--- src/rtl/lsu_pkg.sv ---
// Shared load/store definitions: funct3 encodings, FSM states and access-size helper.
// Pure declarations only; no timing or backpressure of its own.
package lsu_pkg;

    localparam logic [2:0] F3_B  = 3'b000;
    localparam logic [2:0] F3_H  = 3'b001;
    localparam logic [2:0] F3_W  = 3'b010;
    localparam logic [2:0] F3_D  = 3'b011;
    localparam logic [2:0] F3_BU = 3'b100;
    localparam logic [2:0] F3_HU = 3'b101;
    localparam logic [2:0] F3_WU = 3'b110;

    typedef enum logic [1:0] {
        IDLE  = 2'd0,
        READ  = 2'd1,
        WRITE = 2'd2,
        RESP  = 2'd3
    } lsu_state_t;

    // Access size in bytes; the low two funct3 bits encode log2(size).
    function automatic logic [3:0] size_of(input logic [2:0] funct3);
        return 4'd1 << funct3[1:0];
    endfunction

endpackage

--- src/rtl/lsu_align.sv ---
// Load lane extract/extend and store byte merge for one 64-bit memory word.
// Purely combinational; zero latency, no backpressure.
module lsu_align
    import lsu_pkg::*;
(
    input  logic [2:0]  lane_i,
    input  logic [2:0]  funct3_i,
    input  logic [63:0] rdata_i,
    input  logic [63:0] merge_i,
    input  logic [63:0] wdata_i,
    output logic [63:0] load_o,
    output logic [63:0] store_o
);

    logic [63:0] shifted;
    logic [63:0] wdata_sh;
    logic [7:0]  size_mask;
    logic [7:0]  byte_en;
    logic [63:0] bit_en;

    assign shifted  = rdata_i >> {lane_i, 3'b000};
    assign wdata_sh = wdata_i << {lane_i, 3'b000};

    always_comb begin
        load_o = shifted;
        case (funct3_i)
            F3_B:    load_o = {{56{shifted[7]}},  shifted[7:0]};
            F3_H:    load_o = {{48{shifted[15]}}, shifted[15:0]};
            F3_W:    load_o = {{32{shifted[31]}}, shifted[31:0]};
            F3_D:    load_o = shifted;
            F3_BU:   load_o = {56'd0, shifted[7:0]};
            F3_HU:   load_o = {48'd0, shifted[15:0]};
            F3_WU:   load_o = {32'd0, shifted[31:0]};
            default: load_o = 64'd0;
        endcase
    end

    always_comb begin
        size_mask = 8'h01;
        case (funct3_i[1:0])
            2'b00:   size_mask = 8'h01;
            2'b01:   size_mask = 8'h03;
            2'b10:   size_mask = 8'h0F;
            default: size_mask = 8'hFF;
        endcase
    end

    // Alignment is guaranteed upstream, so the shifted mask never spills past byte 7.
    assign byte_en = size_mask << lane_i;

    always_comb begin
        bit_en = 64'd0;
        for (int i = 0; i < 8; i++) begin
            bit_en[i*8 +: 8] = {8{byte_en[i]}};
        end
    end

    assign store_o = (merge_i & ~bit_en) | (wdata_sh & bit_en);

endmodule

--- src/rtl/load_store_unit.sv ---
// RV64 load/store unit: one request at a time, read-modify-write for sub-doubleword stores.
// Latency: load/SD 2 cycles, SB/SH/SW 3 cycles, error 1 cycle; req_ready only in IDLE, responses not back-pressured.
// Optional LSU_STATS_EN adds 32-bit load/store/error counters.
module load_store_unit
    import lsu_pkg::*;
#(
    parameter int MEM_BYTES = 64,
    parameter int ADDR_W    = 64
) (
    input  logic              clk,
    input  logic              reset_n,
    input  logic              req_valid,
    output logic              req_ready,
    input  logic              req_write,
    input  logic [2:0]        req_funct3,
    input  logic [ADDR_W-1:0] req_addr,
    input  logic [63:0]       req_wdata,
    output logic              resp_valid,
    output logic              resp_err,
    output logic [63:0]       resp_rdata,
    output logic [ADDR_W-1:0] mem_addr,
    output logic [63:0]       mem_wdata,
    input  logic [63:0]       mem_rdata,
    output logic              mem_read,
    output logic              mem_write
`ifdef LSU_STATS_EN
    ,
    output logic [31:0]       stat_loads,
    output logic [31:0]       stat_stores,
    output logic [31:0]       stat_errors
`endif
);

    lsu_state_t        state_q;
    logic              write_q;
    logic [2:0]        funct3_q;
    logic [ADDR_W-1:0] addr_q;
    logic [63:0]       wdata_q;
    logic [63:0]       merge_q;
    logic              resp_valid_q;
    logic              resp_err_q;
    logic [63:0]       resp_rdata_q;

    logic [3:0]        acc_size;
    logic [2:0]        align_mask;
    logic              misaligned;
    logic              out_of_range;
    logic              illegal_f3;
    logic              req_err;
    logic [63:0]       load_data;
    logic [63:0]       store_data;

    assign acc_size     = size_of(req_funct3);
    assign align_mask   = 3'(acc_size - 4'd1);
    assign misaligned   = (req_addr[2:0] & align_mask) != 3'd0;
    // Full-width compare so high address bits can never alias into the array.
    assign out_of_range = req_addr >= ADDR_W'(MEM_BYTES);
    assign illegal_f3   = (req_funct3 == 3'b111) || (req_write && req_funct3[2]);
    assign req_err      = misaligned || out_of_range || illegal_f3;

    assign req_ready  = (state_q == IDLE);
    assign mem_read   = (state_q == READ);
    assign mem_write  = (state_q == WRITE);
    assign mem_addr   = {addr_q[ADDR_W-1:3], 3'b000};
    assign mem_wdata  = store_data;
    assign resp_valid = resp_valid_q;
    assign resp_err   = resp_err_q;
    assign resp_rdata = resp_rdata_q;

    lsu_align u_align (
        .lane_i   (addr_q[2:0]),
        .funct3_i (funct3_q),
        .rdata_i  (mem_rdata),
        .merge_i  (merge_q),
        .wdata_i  (wdata_q),
        .load_o   (load_data),
        .store_o  (store_data)
    );

    always_ff @(posedge clk or negedge reset_n) begin
        if (!reset_n) begin
            state_q      <= IDLE;
            write_q      <= 1'b0;
            funct3_q     <= 3'd0;
            addr_q       <= '0;
            wdata_q      <= 64'd0;
            merge_q      <= 64'd0;
            resp_valid_q <= 1'b0;
            resp_err_q   <= 1'b0;
            resp_rdata_q <= 64'd0;
        end else begin
            resp_valid_q <= 1'b0;
            resp_err_q   <= 1'b0;
            case (state_q)
                IDLE: begin
                    if (req_valid) begin
                        write_q      <= req_write;
                        funct3_q     <= req_funct3;
                        addr_q       <= req_addr;
                        wdata_q      <= req_wdata;
                        resp_rdata_q <= 64'd0;
                        if (req_err) begin
                            state_q      <= RESP;
                            resp_valid_q <= 1'b1;
                            resp_err_q   <= 1'b1;
                        end else if (req_write && req_funct3[1:0] == 2'b11) begin
                            state_q <= WRITE;
                        end else begin
                            state_q <= READ;
                        end
                    end
                end
                READ: begin
                    if (write_q) begin
                        merge_q <= mem_rdata;
                        state_q <= WRITE;
                    end else begin
                        resp_rdata_q <= load_data;
                        resp_valid_q <= 1'b1;
                        state_q      <= RESP;
                    end
                end
                WRITE: begin
                    resp_valid_q <= 1'b1;
                    state_q      <= RESP;
                end
                RESP: begin
                    resp_rdata_q <= 64'd0;
                    state_q      <= IDLE;
                end
                default: state_q <= IDLE;
            endcase
        end
    end

`ifdef LSU_STATS_EN
    logic [31:0] loads_q;
    logic [31:0] stores_q;
    logic [31:0] errors_q;

    always_ff @(posedge clk or negedge reset_n) begin
        if (!reset_n) begin
            loads_q  <= 32'd0;
            stores_q <= 32'd0;
            errors_q <= 32'd0;
        end else if (resp_valid_q) begin
            if (resp_err_q) begin
                errors_q <= errors_q + 32'd1;
            end else if (write_q) begin
                stores_q <= stores_q + 32'd1;
            end else begin
                loads_q  <= loads_q + 32'd1;
            end
        end
    end

    assign stat_loads  = loads_q;
    assign stat_stores = stores_q;
    assign stat_errors = errors_q;
`endif

endmodule

--- config.mk ---
export PLATFORM = sky130hd
export DESIGN_NAME = load_store_unit
export DESIGN_NICKNAME = d
export VERILOG_FILES = /design/src/rtl/lsu_pkg.sv /design/src/rtl/lsu_align.sv /design/src/rtl/load_store_unit.sv
export SDC_FILE = /design/constraint.sdc
export NUM_CORES = 1
export LEC_CHECK = 0
export BUFFER_PORTS_ARGS = -buffer_cell sky130_fd_sc_hd__buf_2
export CORE_MARGIN = 5
export CORE_UTILIZATION = 54
export DETAILED_ROUTE_END_ITERATION = 10
export PLACE_DENSITY = 0.92
export SLEW_MARGIN = 20
export SYNTH_ARGS = -nofsm -noshare
export SYNTH_HDL_FRONTEND = slang
export SYNTH_SLANG_ARGS = --single-unit
--- constraint.sdc ---
create_clock -name clk -period 3.67 [get_ports clk]
set_input_delay 1.101 -clock clk [delete_from_list [all_inputs] [get_ports clk]]
set_output_delay 1.101 -clock clk [all_outputs]
set_load 0.02 [all_outputs]
==> results of run 1 <==
-- area by class of cell --
type	count	area [µm²]	area share
inverter	11	41.29	0.002352
antenna	5	12.51	0.0007128
clock buffer	37	805.8	0.04590
timing repair buffer	428	2355	0.1341
clock inverter	13	147.6	0.008411
tap	341	426.7	0.02431
sequential	264	6620	0.3771
multi-input combinational	906	7146	0.4071
-- worst paths after layout --
path                                   to  depth (start not counted)
setup / recovery            mem_wdata[10]                          5
hold / removal             resp_rdata[15]                          2
setup reg to reg           resp_rdata[56]                          6
hold reg to reg            resp_rdata[15]                          2
max in group asynchronous      addr_q[30]                          2
min in group asynchronous     wdata_q[57]                          1
-- cells by family after synthesis --
logic type	count (synthesis)	synth area share
mux	350	0.2618
compound gates	314	0.1429
flops	264	0.4496
simple gates	235	0.07502
buf+inv	178	0.06702
fa+ha+maj	4	0.003406
other cells	1	0.0002552
-- layout by cell type (no fill, tap or decap), types with 7 or more instances in the layout --
| cell | count |
|---|---|
| o21ai_0 | 56 |
| a2bb2oi_1 | 9 |
| nor2b_1 | 24 |
| dfrtp_1 | 259 |
| clkbuf_16 | 30 |
| nand2b_1 | 8 |
| mux2i_1 | 88 |
| buf_2 | 391 |
| o22a_1 | 8 |
| a31oi_1 | 15 |
| o21a_1 | 9 |
| mux2_2 | 258 |
| buf_4 | 26 |
| a221o_1 | 16 |
| clkinv_2 | 7 |
| nor2_1 | 55 |
| a211oi_1 | 46 |
| buf_12 | 7 |
| nor4_1 | 14 |
| o211ai_1 | 31 |
| o2bb2ai_1 | 8 |
| a21oi_1 | 88 |
| inv_1 | 11 |
| a22oi_1 | 7 |
| nand2_1 | 96 |
-- stage by stage --
| step | TNS [ps] | util | cell area, µm² | worst slack, ps | std cells |
|---|---|---|---|---|---|
| 2_1_floorplan | 0 | - | 14700 | 571.0 | 1348 |
| 3_3_place_gp | 0 | 0.6129 | 16470 | 429.2 | 1943 |
| 3_5_place_dp | 0 | 0.6129 | 16470 | 374.1 | 1943 |
| 4_1_cts | 0 | 0.6495 | 17460 | 10.85 | 1995 |
| 5_1_grt | -7.632 | 0.6532 | 17550 | -5.248 | 2005 |
| 6_report | 0 | 0.6532 | 17550 | 64.56 | 2005 |
-- power by group through the flow --
stage / Clock [µW] / Sequential (µW) / Combinational, µW
after floorplan: 0 / 5160 / 7810
after global placement: 0 / 5490 / 10200
after detailed placement: 0 / 5570 / 10400
after CTS: 2950 / 5510 / 10600
after global routing: 3080 / 5700 / 11500
final: 2930 / 5590 / 10800
-- state kept, by name (all words and copies together), names as in the netlist --
name        flops
funct3_q        3
resp_rdata     64
resp_err        1
wdata_q        64
state_q         2
merge_q        64
write_q         1
addr_q         64
resp_valid      1
-- per-layer routing --
layer  vias up  global-route usage  routed length, µm
li1       5456                   -                  -
met1      6147              0.4223              19370
met2       724              0.4914              23030
met3       121             0.05842               4509
met4         0              0.1178               2173
met5         -                   0                  0
-- worst reg2reg max path: stages (launching register included) --
cell     delay [ps]
dfrtp_4         600
buf_6           250
buf_4           730
mux4_2          660
and2_4          170
nor2_2          470
a31oi_1         190
-- what timing repair did --
item                                    in CTS  in global routing
gates cloned                                 0                  1
hold endpoints to repair                     0                  0
endpoints found under the setup margin      39                 31
resized for setup                            6                  7
setup buffers                                2                  4
==> impl_results.md, run 1 <==
- Kind of critical path: flop to output pin
- Post-synthesis cell area: 14690 µm²
- CP max stage delay: 600 ps
- Number of global-route vias before repair: 12260
- Critical path peak fanout: 20
- Mapped Cells: 1346
- Max cap viols: 0
- Post-route ant nets: 0
- WL final: 49.08 mm
- Number of DRC markers in iteration 0: 1202
- Clock-pin transition on the worst setup and hold timing paths: 60 ps
- Synth-to-layout area growth: 19.48%
- Starting Density: 0.5467
- First-pass GRT wire length: 73.92 mm
- #FFs+latches synth: 264
- Required @ worst endpoint: 2570 ps
- RePlAce Congestion: 1.057
- CP cell instances: or2_2 > o21ai_1 > buf_4 > mux2_2 > buf_2
- Routed len/inst: 24.48 µm
- Clk_lat worst skew: about 540 ps
- Hpwl dp: 37.60 mm
- Sequential fraction of design power: 0.289
- Sw Ratio: 0.4617
- H-Tree Depth: 1
- Comb pwr share: 0.560
- Hold WC Path Type: flop to flop
- Seq/Total Area, Yosys: 0.4496
- Vias: 12450
- CP bufs+invs: 2
- CTS tree: done
- Chip height: 175.0 µm
- Number of synthesized flops with an enable pin: 0
- Fraction of layout cells with a size suffix above 1: 0.4581
- Post-cts hold buffer count: 0
- Die area: around 31000 µm²
- GRT Total Usage: 0.3085
- Crit path DAT: roughly 2500 ps
- Site Rows: 60
- IO Count: 396
- Fmax: 277.4 MHz
- Final Hold Fails: 0
- Worst Setup SP: addr_q[0]
- Max rail drop VDD: 0.0006878 V
- Clk pwr share: 0.152
- Initial antenna violation count: 5
- Vias per Instance: slightly above 6
- Share of the synthesized area in the top cell type: 0.4496
- Num CTS Buffers: 28
- Clk root buf: clkbuf_16
- P per Cell Area: 1102 nW/µm²
- Final setup fails: 0
- IO buf count: 392
- Syn avg cell area: 10.92 µm²
- Clock buffer depth: 3
- Nets: 1842
- Fraction of registers with async set/reset: 1.000
- Worst R2R Start: addr_q[0]
- Fillers: 2078
- Synth area leaders: dfrtp_1 (45%), mux2_2 (20%), mux2i_1 (6.0%)
- RSZ-0062 raised after global routing: yes
- Final Max Tran Viols: 0
- Least-Margin Pin Slew: 927.1 ps
- GR Overflow Total: 0
- Startpoint types: flop
- Leakage Power: 0.008165 µW
- Cell with the most instances after synthesis: dfrtp_1
- Synth warn: 0
- Final Power: 19350 µW
- Status: finished clean
- Netlist cell types: 57
- First-pass DRT Iterations: 6
- Top_reg_cell synth: dfrtp_1
- Fin crit share: 0.9824
- Min-delay src: resp_rdata[15]
- CP Capture Type: output pin
- Top post-synthesis cells by count: dfrtp_1 (264), mux2_2 (258), nand2_1 (99)
- Pint: ~10000 µW
- Psw: about 9000 µW
- Core Box Area: about 27000 µm²
- Max stage delay cell, worst path: dfrtp_4
- Top delay family on crit path: flip-flops
- Die Wd: 175.0 µm
- Area leader, netlist: dfrtp_1
- Drc violations: 0
- Largest net degree at the start of global routing: 99
- Max_slew headroom: 0.3819
- Clk sink count: 264
- Worst hold margin: 482.1 ps
- R2r setup slk: 430 ps
- Max Clock Skew: 8.424 ps
- Tmin final: roughly 3600 ps
(Power assumes the default switching activity.)
==> run 2, diff against run 1 <==
--- a/config.mk
+++ b/config.mk
@@ -5,11 +5,12 @@
 export SDC_FILE = /design/constraint.sdc
 export NUM_CORES = 1
 export LEC_CHECK = 0
+export ABC_AREA = 1
 export BUFFER_PORTS_ARGS = -buffer_cell sky130_fd_sc_hd__buf_2
 export CORE_MARGIN = 5
 export CORE_UTILIZATION = 54
 export DETAILED_ROUTE_END_ITERATION = 10
-export PLACE_DENSITY = 0.92
+export PLACE_DENSITY = 0.91
 export SLEW_MARGIN = 20
 export SYNTH_ARGS = -nofsm -noshare
 export SYNTH_HDL_FRONTEND = slang
==> run 2 against run 1 <==
Effect of this change:
- power increased by 2.4%
- wire length grew 18%
- die area up 3.3%
- largest power group unchanged
- highest routed layer unchanged
==> impl_results.md, run 2 <==
- Gr busiest metal: met2 (unchanged)
- Largest net degree at the start of global routing: 136 (was 99)
- Fraction of layout cells with a size suffix above 1: 0.2263 (was 0.4581)
- Netlist cell types: 49 (was 57)
- IO Count: 396 (unchanged)
- Max Clock Skew: 27.58 ps (was 8.424 ps)
- GRT Total Usage: 0.3595 (was 0.3085)
- Kind of critical path: flop to output pin (unchanged)
- Fraction of registers with async set/reset: 1.000 (unchanged)
- Required @ worst endpoint: 2570 ps (about the same)
- P per Cell Area: 1112 nW/µm² (was 1102 nW/µm²)
- Fin area: 17820 µm² (was 17550 µm²)
- GRT met3 Usage: 0.06476 (was 0.05842)
- Fillers: 2469 (was 2078)
- Share of the synthesized area in the top cell type: 0.4344 (was 0.4496)
- Fin crit share: 0.9836 (was 0.9824)
- Leading cell type in the layout, fill and taps excluded: nand2_1 (was buf_2)
- Drc violations: 0 (unchanged)
- Syn avg cell area: 7.167 µm² (was 10.92 µm²)
- Area leader, netlist: dfrtp_1 (unchanged)
- Post-route ant nets: 0 (unchanged)
- Routed len/inst: 20.87 µm (was 24.48 µm)
- Chip height: 177.8 µm (was 175.0 µm)
- Die area: 31620 µm² (was 30610 µm²)
- M2 GR Usage: 0.5712 (was 0.4914)
- Leakage Power: 0.009868 µW (was 0.008165 µW)
- IO buf count: 392 (unchanged)
- Final Max Tran Viols: 0 (unchanged)
- Clk_lat worst skew: 580 ps (was 540 ps)
- Tmin final: 3610 ps (was 3605 ps)
- Top post-synthesis cells by count: nand2_1 (933), dfrtp_1 (264), o21ai_0 (218) (was dfrtp_1 (264), mux2_2 (258), nand2_1 (99))
- Max_slew headroom: 0.3972 (was 0.3819)
- Synth warn: 0 (unchanged)
- Site Rows: 61 (was 60)
- R2r setup slk: 690 ps (was 430 ps)
- First-pass DRT Iterations: 6 (unchanged)
- Hold WC Path Type: input port to async pin (was flop to flop)
- Seq/Total Area, Yosys: 0.4344 (was 0.4496)
- Mapped Cells: 2122 (was 1346)
- Die Wd: 177.8 µm (was 175.0 µm)
- Num CTS Buffers: 28 (unchanged)
- Placed Area: 16760 µm² (was 16470 µm²)
- Number of DRC markers in iteration 0: 2457 (was 1202)
- Post-cts hold buffer count: 0 (unchanged)
- Max rail drop VDD: 0.0006117 V (was 0.0006878 V)
- Number of global-route vias before repair: 15210 (was 12260)
- Number of synthesized flops with an enable pin: 0 (unchanged)
- Clk sink count: 264 (unchanged)
- WL final: 58.16 mm (was 49.08 mm)
- Critical path peak fanout: 68 (was 20)
- Least-Margin Pin Slew: 904.3 ps (was 927.1 ps)
- H-Tree Depth: 1 (unchanged)
- Initial antenna violation count: 5 (unchanged)
- Starting Density: 0.5474 (was 0.5467)
- Post-synthesis cell area: 15210 µm² (was 14690 µm²)
- Final Hold Fails: 0 (unchanged)
- First-pass GRT wire length: 87.44 mm (was 73.92 mm)
- RePlAce Congestion: 1.046 (was 1.057)
- #FFs+latches synth: 264 (unchanged)
- Fmax: 277.0 MHz (was 277.4 MHz)
- Vias: 15870 (was 12450)
- Startpoint types: flop (unchanged)
- Top_reg_cell synth: dfrtp_1 (unchanged)
- Cell with the most instances after synthesis: nand2_1 (was dfrtp_1)
- Clock buffer depth: 3 (unchanged)
- Synth-to-layout area growth: 17.20% (was 19.48%)
- Clock-pin transition on the worst setup and hold timing paths: 80 ps (was 60 ps)
- Max cap viols: 0 (unchanged)
- Crit path DAT: 2510 ps (was 2500 ps)
- CP Capture Type: output pin (unchanged)
- Worst hold margin: 356.9 ps (was 482.1 ps)
- Hpwl dp: 44.29 mm (was 37.60 mm)
- Vias per Instance: 5.695 (was 6.208)
- Most frequent cells in the layout: nand2_1 (929), buf_2 (391), dfrtp_1 (261), o21ai_0 (216), nor2_1 (110) (was buf_2 (391), dfrtp_1 (259), mux2_2 (258), nand2_1 (96))
- Core Box Area: 27780 µm² (was 26880 µm²)
- Status: finished clean (unchanged)
- Synth area leaders: dfrtp_1 (43%), nand2_1 (23%), o21ai_0 (7.2%) (was dfrtp_1 (45%), mux2_2 (20%), mux2i_1 (6.0%))
- Final setup fails: 0 (unchanged)
- Fin util: 0.6416 (was 0.6532)
- CTS tree: done (unchanged)
- Nets: 2585 (was 1842)
- Clk root buf: clkbuf_16 (unchanged)
- Final Power: 19810 µW (was 19350 µW)
- GR Overflow Total: 0 (unchanged)
- Met1 usage: 0.4729 (was 0.4223)
==> run 2: cell types whose count changed after synthesis, sizes merged, moves of 16 or more <==
cell	previous run	this run
inv	11	110
nand2	99	942
nor2	57	116
mux2i	88	10
mux2	261	16
nand3	5	69
o21ai	61	251
a211oi	46	4
nor2b	26	0
nand4	5	40
a221o	16	0
a21oi	89	29
buf	114	143
==> run 2: metal layers <==
| metal | vias to the layer above | share of wire | routed length [µm] |
|---|---|---|---|
| met1 | 7429 | 0.38 | 21980 |
| met3 | 183 | 0.11 | 6251 |
| met5 | - | 0 | 0 |
| met2 | 1021 | 0.45 | 26340 |
| met4 | 0 | 0.062 | 3582 |
| li1 | 7238 | - | - |
==> run 2: layout make-up <==
| cell class | instances | area [µm²] | share of cell area |
|---|---|---|---|
| Antenna cell | 5 | 12.51 | 0.0007020 |
| Clock buffer | 33 | 759.5 | 0.04261 |
| Clock inverter | 19 | 209.0 | 0.01172 |
| Inverter | 111 | 434.2 | 0.02436 |
| Multi-Input combinational cell | 1552 | 7018 | 0.3937 |
| Sequential cell | 264 | 6613 | 0.3710 |
| Tap cell | 378 | 473.0 | 0.02653 |
| Timing Repair Buffer | 425 | 2306 | 0.1294 |
==> run 2: path summary, 6_finish.rpt <==
kind | to | start | cells after the start
hold / removal | wdata_q[0] | reset_n | 1
hold reg to reg | resp_rdata[57] | resp_rdata[57] | 2
setup / recovery | mem_wdata[58] | addr_q[0] | 6
max in group asynchronous | addr_q[25] | reset_n | 2
min in group clk | resp_rdata[57] | resp_rdata[57] | 2
setup reg to reg | resp_rdata[20] | addr_q[0] | 12
==> run 2: kinds of logic after synthesis <==
logic type	count (synthesis)	synth area share
AOI/OAI and AO/OA	344	0.1274
DFF	264	0.4344
adders and majority gates	4	0.003291
other	1	0.0002466
muxes	26	0.01843
buffers and inverters	308	0.1065
and+or+nand+nor	1175	0.3097
==> run 2: power breakdown <==
part	switching (µW)	total (µW)	leakage, µW	internal [µW]
sequential	1050	5290	0.00336	4240
clock	1280	2990	0.000478	1710
combinational	8080	11500	0.00603	3450
total	10400	19800	0.00987	9400
==> run 2: critical path: stages (launching register included) <==
cell and delay, ps:
dfrtp_4 460, buf_12 290, o21ai_0 220, o21ai_1 360, o21ai_0 170, o21ai_1 220, buf_2 210
==> run 2: timing repair <==
action / in CTS / in global routing
pin swaps: 1 / 0
buffers inserted: 3 / 4
setup endpoints to repair: 9 / 30
gates resized for setup: 3 / 11
==> run 2: through the flow <==
step	worst slack, ps	cells	setup TNS, ps
finish	60.04	2787	0
global placement	442.3	2723	0
global route	-3.254	2785	-3.254
floorplan	911.2	2124	0
CTS	4.527	2778	0
detailed placement	485.2	2723	0
==> run 3, diff against run 2 <==
--- a/config.mk
+++ b/config.mk
@@ -9,9 +9,11 @@
 export BUFFER_PORTS_ARGS = -buffer_cell sky130_fd_sc_hd__buf_2
 export CORE_MARGIN = 5
 export CORE_UTILIZATION = 54
+export CTS_CLUSTER_DIAMETER = 200
 export DETAILED_ROUTE_END_ITERATION = 10
 export PLACE_DENSITY = 0.91
 export SLEW_MARGIN = 20
 export SYNTH_ARGS = -nofsm -noshare
 export SYNTH_HDL_FRONTEND = slang
+export SYNTH_HIERARCHICAL = 1
 export SYNTH_SLANG_ARGS = --single-unit
==> run 3 against run 2 <==
Effect of this change:
- the run now ends with DRC left
- cell count rose by 6.9%
- via count rose by 6.3%
- flip-flop and latch count did not move
- sequential power fell by 2%
- die area rose by 3.2%
- wire length rose by 5.5%
- worst hold slack improved by 120 ps
- non-clock buffer count rose by 4
- global-route usage rose by 0.23 points
- highest routed layer is now met5
==> impl_results.md, run 3 <==
- Status: complete, but fails checks (was finished clean)
- Failing checks: DRC
- IO buf count: 392 (unchanged)
- Drc violations: 1 (was 0)
- Fin util: 0.6435 (was 0.6416)
- Critical Path Stages: 9 (was 6)
- Max stage delay cell, worst path: dfrtp_2 (was dfrtp_4)
- Clk pwr share: 0.153 (was 0.151)
- WL final: 61.35 mm (was 58.16 mm)
- Startpoint types: flop (unchanged)
- Clk root buf: clkbuf_16 (unchanged)
- Mapped Cells: 2316 (was 2122)
- Final setup fails: 0 (unchanged)
- CTS tree: done (unchanged)
- CP max stage delay: 390 ps (was 460 ps)
- Synth warn: 6 (was 0)
- IO Count: 396 (unchanged)
- Vias per Instance: 5.667 (was 5.695)
- First-pass DRT Iterations: 11 (was 6)
- Syn avg cell area: 6.789 µm² (was 7.167 µm²)
- Largest net degree at the start of global routing: 111 (was 136)
- Chip height: 180.6 µm (was 177.8 µm)
- Core Box Area: 28700 µm² (was 27780 µm²)
- Fraction of layout cells with a size suffix above 1: 0.2040 (was 0.2263)
- Nets: 2775 (was 2585)
- Leading cell type in the layout, fill and taps excluded: nand2_1 (unchanged)
- Clk_lat worst skew: 550 ps (was 580 ps)
- Min-Delay Path Depth: 2
- Critical path peak fanout: 24 (was 68)
- Least-Margin Pin Slew: 1067 ps (was 904.3 ps)
- Post-cts hold buffer count: 0 (unchanged)
- GRT Total Usage: 0.3619 (was 0.3595)
- Hpwl dp: 46.33 mm (was 44.29 mm)
- Hold WC Path Type: flop to flop (was input port to async pin)
- Clock-pin transition on the worst setup and hold timing paths: 60 ps (was 80 ps)
- Met3 Routed Length: 6.706 mm (was 6.251 mm)
- DR top layer: met5 (was met4)
- Psw: 10530 µW (was 10410 µW)
- Share of the synthesized area in the top cell type: 0.4202 (was 0.4344)
- Final Hold Fails: 0 (unchanged)
- RePlAce Congestion: 1.065 (was 1.046)
- Initial antenna violation count: 5 (unchanged)
- Top_reg_cell synth: dfrtp_1 (unchanged)
- Required @ worst endpoint: 2570 ps (about the same)
- Die Wd: 180.6 µm (was 177.8 µm)
- Site Rows: 62 (was 61)
- Number of global-route vias before repair: 16250 (was 15210)
- Cell with the most instances after synthesis: nand2_1 (unchanged)
- Worst r2r path cells: 12 (unchanged)
- Synth area leaders: dfrtp_1 (42%), nand2_1 (26%), o21ai_0 (6.1%) (was dfrtp_1 (43%), nand2_1 (23%), o21ai_0 (7.2%))
- Post-route ant nets: 0 (unchanged)
- Top delay family on crit path: buffers and inverters (was compound AO/OA/AOI/OAI gates)
- Fraction of registers with async set/reset: 1.000 (unchanged)
- Number of synthesized flops with an enable pin: 0 (unchanged)
- Clock buffer depth: 3 (unchanged)
- Top post-synthesis cells by count: nand2_1 (1086), dfrtp_1 (264), o21ai_0 (191) (was nand2_1 (933), dfrtp_1 (264), o21ai_0 (218))
- Placed insts: 2919 (was 2723)
- Fmax: 278.8 MHz (was 277.0 MHz)
- Post-synthesis cell area: 15720 µm² (was 15210 µm²)
- Num CTS Buffers: 29 (was 28)
- H-Tree Depth: 1 (unchanged)
- Fin crit share: 0.9775 (was 0.9836)
- Leakage Power: 0.01015 µW (was 0.009868 µW)
- Comb pwr share: 0.588 (was 0.582)
- Sequential fraction of design power: 0.259 (was 0.267)
- Number of DRC markers in iteration 0: 2281 (was 2457)
- Tmin final: 3587 ps (was 3610 ps)
- Netlist cell types: 36 (was 49)
- P per Cell Area: 1084 nW/µm² (was 1112 nW/µm²)
- CP cell instances: clkinv_2 > buf_4 > buf_4 > o211ai_1 > nand3_1 > nand2_1 > nand2_1 > nand2_1 > buf_2 (was buf_12 > o21ai_0 > o21ai_1 > o21ai_0 > o21ai_1 > buf_2)
- Starting Density: 0.5478 (was 0.5474)
- Non-filler cells, final: 2978 (was 2787)
- Crit path DAT: 2490 ps (was 2510 ps)
- Max cap viols: 0 (unchanged)
- Met1 Wirelength: 23.00 mm (was 21.98 mm)
- Final TNS setup: 0 ps (unchanged)
- Seq/Total Area, Yosys: 0.4202 (was 0.4344)
- Max Clock Skew: 14.04 ps (was 27.58 ps)
- WL met2: 27.90 mm (was 26.34 mm)
- Sw Ratio: 0.5256 (was 0.5255)
- GR Overflow Total: 0 (unchanged)
- Most frequent cells in the layout: nand2_1 (1081), buf_2 (391), dfrtp_1 (262), o21ai_0 (190), nand3_1 (150) (was nand2_1 (929), buf_2 (391), dfrtp_1 (261), o21ai_0 (216), nor2_1 (110))
- CP Capture Type: output pin (unchanged)
- Final Max Tran Viols: 0 (unchanged)
- Synth-to-layout area growth: 17.48% (was 17.20%)
- Kind of critical path: flop to output pin (unchanged)
- Max_slew headroom: 0.2873 (was 0.3972)
- Die area: 32630 µm² (was 31620 µm²)
- Vias: 16880 (was 15870)
- Routed len/inst: 20.60 µm (was 20.87 µm)
- Worst hold margin: 476.0 ps (was 356.9 ps)
- Area leader, netlist: dfrtp_1 (unchanged)
- Top cell by count, worst path: nand2_1
- First-pass GRT wire length: 93.55 mm (was 87.44 mm)
- Pint: 9500 µW (was 9400 µW)
- Max rail drop VDD: 0.0006348 V (was 0.0006117 V)
- CP bufs+invs: 4 (was 2)
- #FFs+latches synth: 264 (unchanged)
- Clk sink count: 264 (unchanged)
-- run 3: cell types whose count changed after synthesis, sizes merged, moves of 9 or more --
cell	before	now
nand2	942	1091
mux2i	10	1
mux2	16	0
inv	110	147
buf	143	190
nor2	116	96
o21ai	251	241
clkbuf	54	17
nand3	69	151
o211ai	28	38
-- run 3: logic make-up after synthesis --
group / after synthesis / share of synthesized area
flip-flops: 264 / 0.4202
other: 1 / 0.0002385
buffers and inverters: 354 / 0.1139
adder cells (fa/ha/maj): 5 / 0.003979
multiplexers: 1 / 0.0006367
AND/OR/NAND/NOR: 1385 / 0.3541
AO/OA/AOI/OAI: 306 / 0.1070
-- run 3: per-layer routing --
metal,track usage,vias to the layer above
met5,0,-
met3,0.08599,205
li1,-,7751
met1,0.4632,7879
met4,0.1779,6
met2,0.5787,1035
-- run 3: path summary, 6_finish.rpt --
| path | end | startpoint | slack [ps] |
|---|---|---|---|
| worst max-delay path | mem_wdata[59] | addr_q[1] | 80 |
| worst min-delay path | merge_q[28] | merge_q[28] | 480 |
| worst max register to register | resp_rdata[24] | addr_q[1] | 760 |
| worst min register to register | merge_q[28] | merge_q[28] | 480 |
| max in group asynchronous | addr_q[8] | reset_n | 2330 |
| min in group asynchronous | merge_q[17] | reset_n | 500 |
-- run 3: worst reg2reg max path, delay by kind of cell (launching register included) --
| family | cells | cell delay, ps |
|---|---|---|
| AO/OA/AOI/OAI | 1 | 120 |
| buffers and inverters | 4 | 1260 |
| AND/OR/NAND/NOR | 7 | 950 |
| flip-flops | 1 | 430 |
-- run 3: timing repair --
| action | in CTS | in global routing |
|---|---|---|
| buffers inserted | 0 | 4 |
| setup endpoints to repair | 10 | 47 |
| pin swaps | 0 | 3 |
| resized for setup | 3 | 16 |
| cloned | 0 | 1 |
-- run 3: layout make-up --
class	count	area, µm²
inverters	147	561.8
multi-input cells	1700	7397
clock inverters	12	152.6
flip-flops and latches	264	6611
clock buffers	41	860.8
well taps	384	480.5
repair buffers	429	2404
diodes	1	2.502
fillers	2584	10230
-- run 3: power by group through the flow --
| stage | logic [µW] | clock network [µW] | registers, µW |
|---|---|---|---|
| finish | 11800 | 3070 | 5190 |
| global placement | 11100 | 0 | 5120 |
| floorplan | 7730 | 0 | 5230 |
| detailed placement | 11300 | 0 | 5150 |
| global route | 12700 | 3220 | 5310 |
| CTS | 11400 | 3090 | 5140 |
-- run 3: metrics by stage --
step / total power [µW] / instance area (µm²) / setup WS, ps
floorplan: 12960 / 15730 / 949.3
global placement: 16270 / 17320 / 576.1
CTS: 19630 / 18340 / 3.768
finish: 20030 / 18470 / 82.66
detailed placement: 16470 / 17320 / 521.6
global route: 21270 / 18470 / -5.064
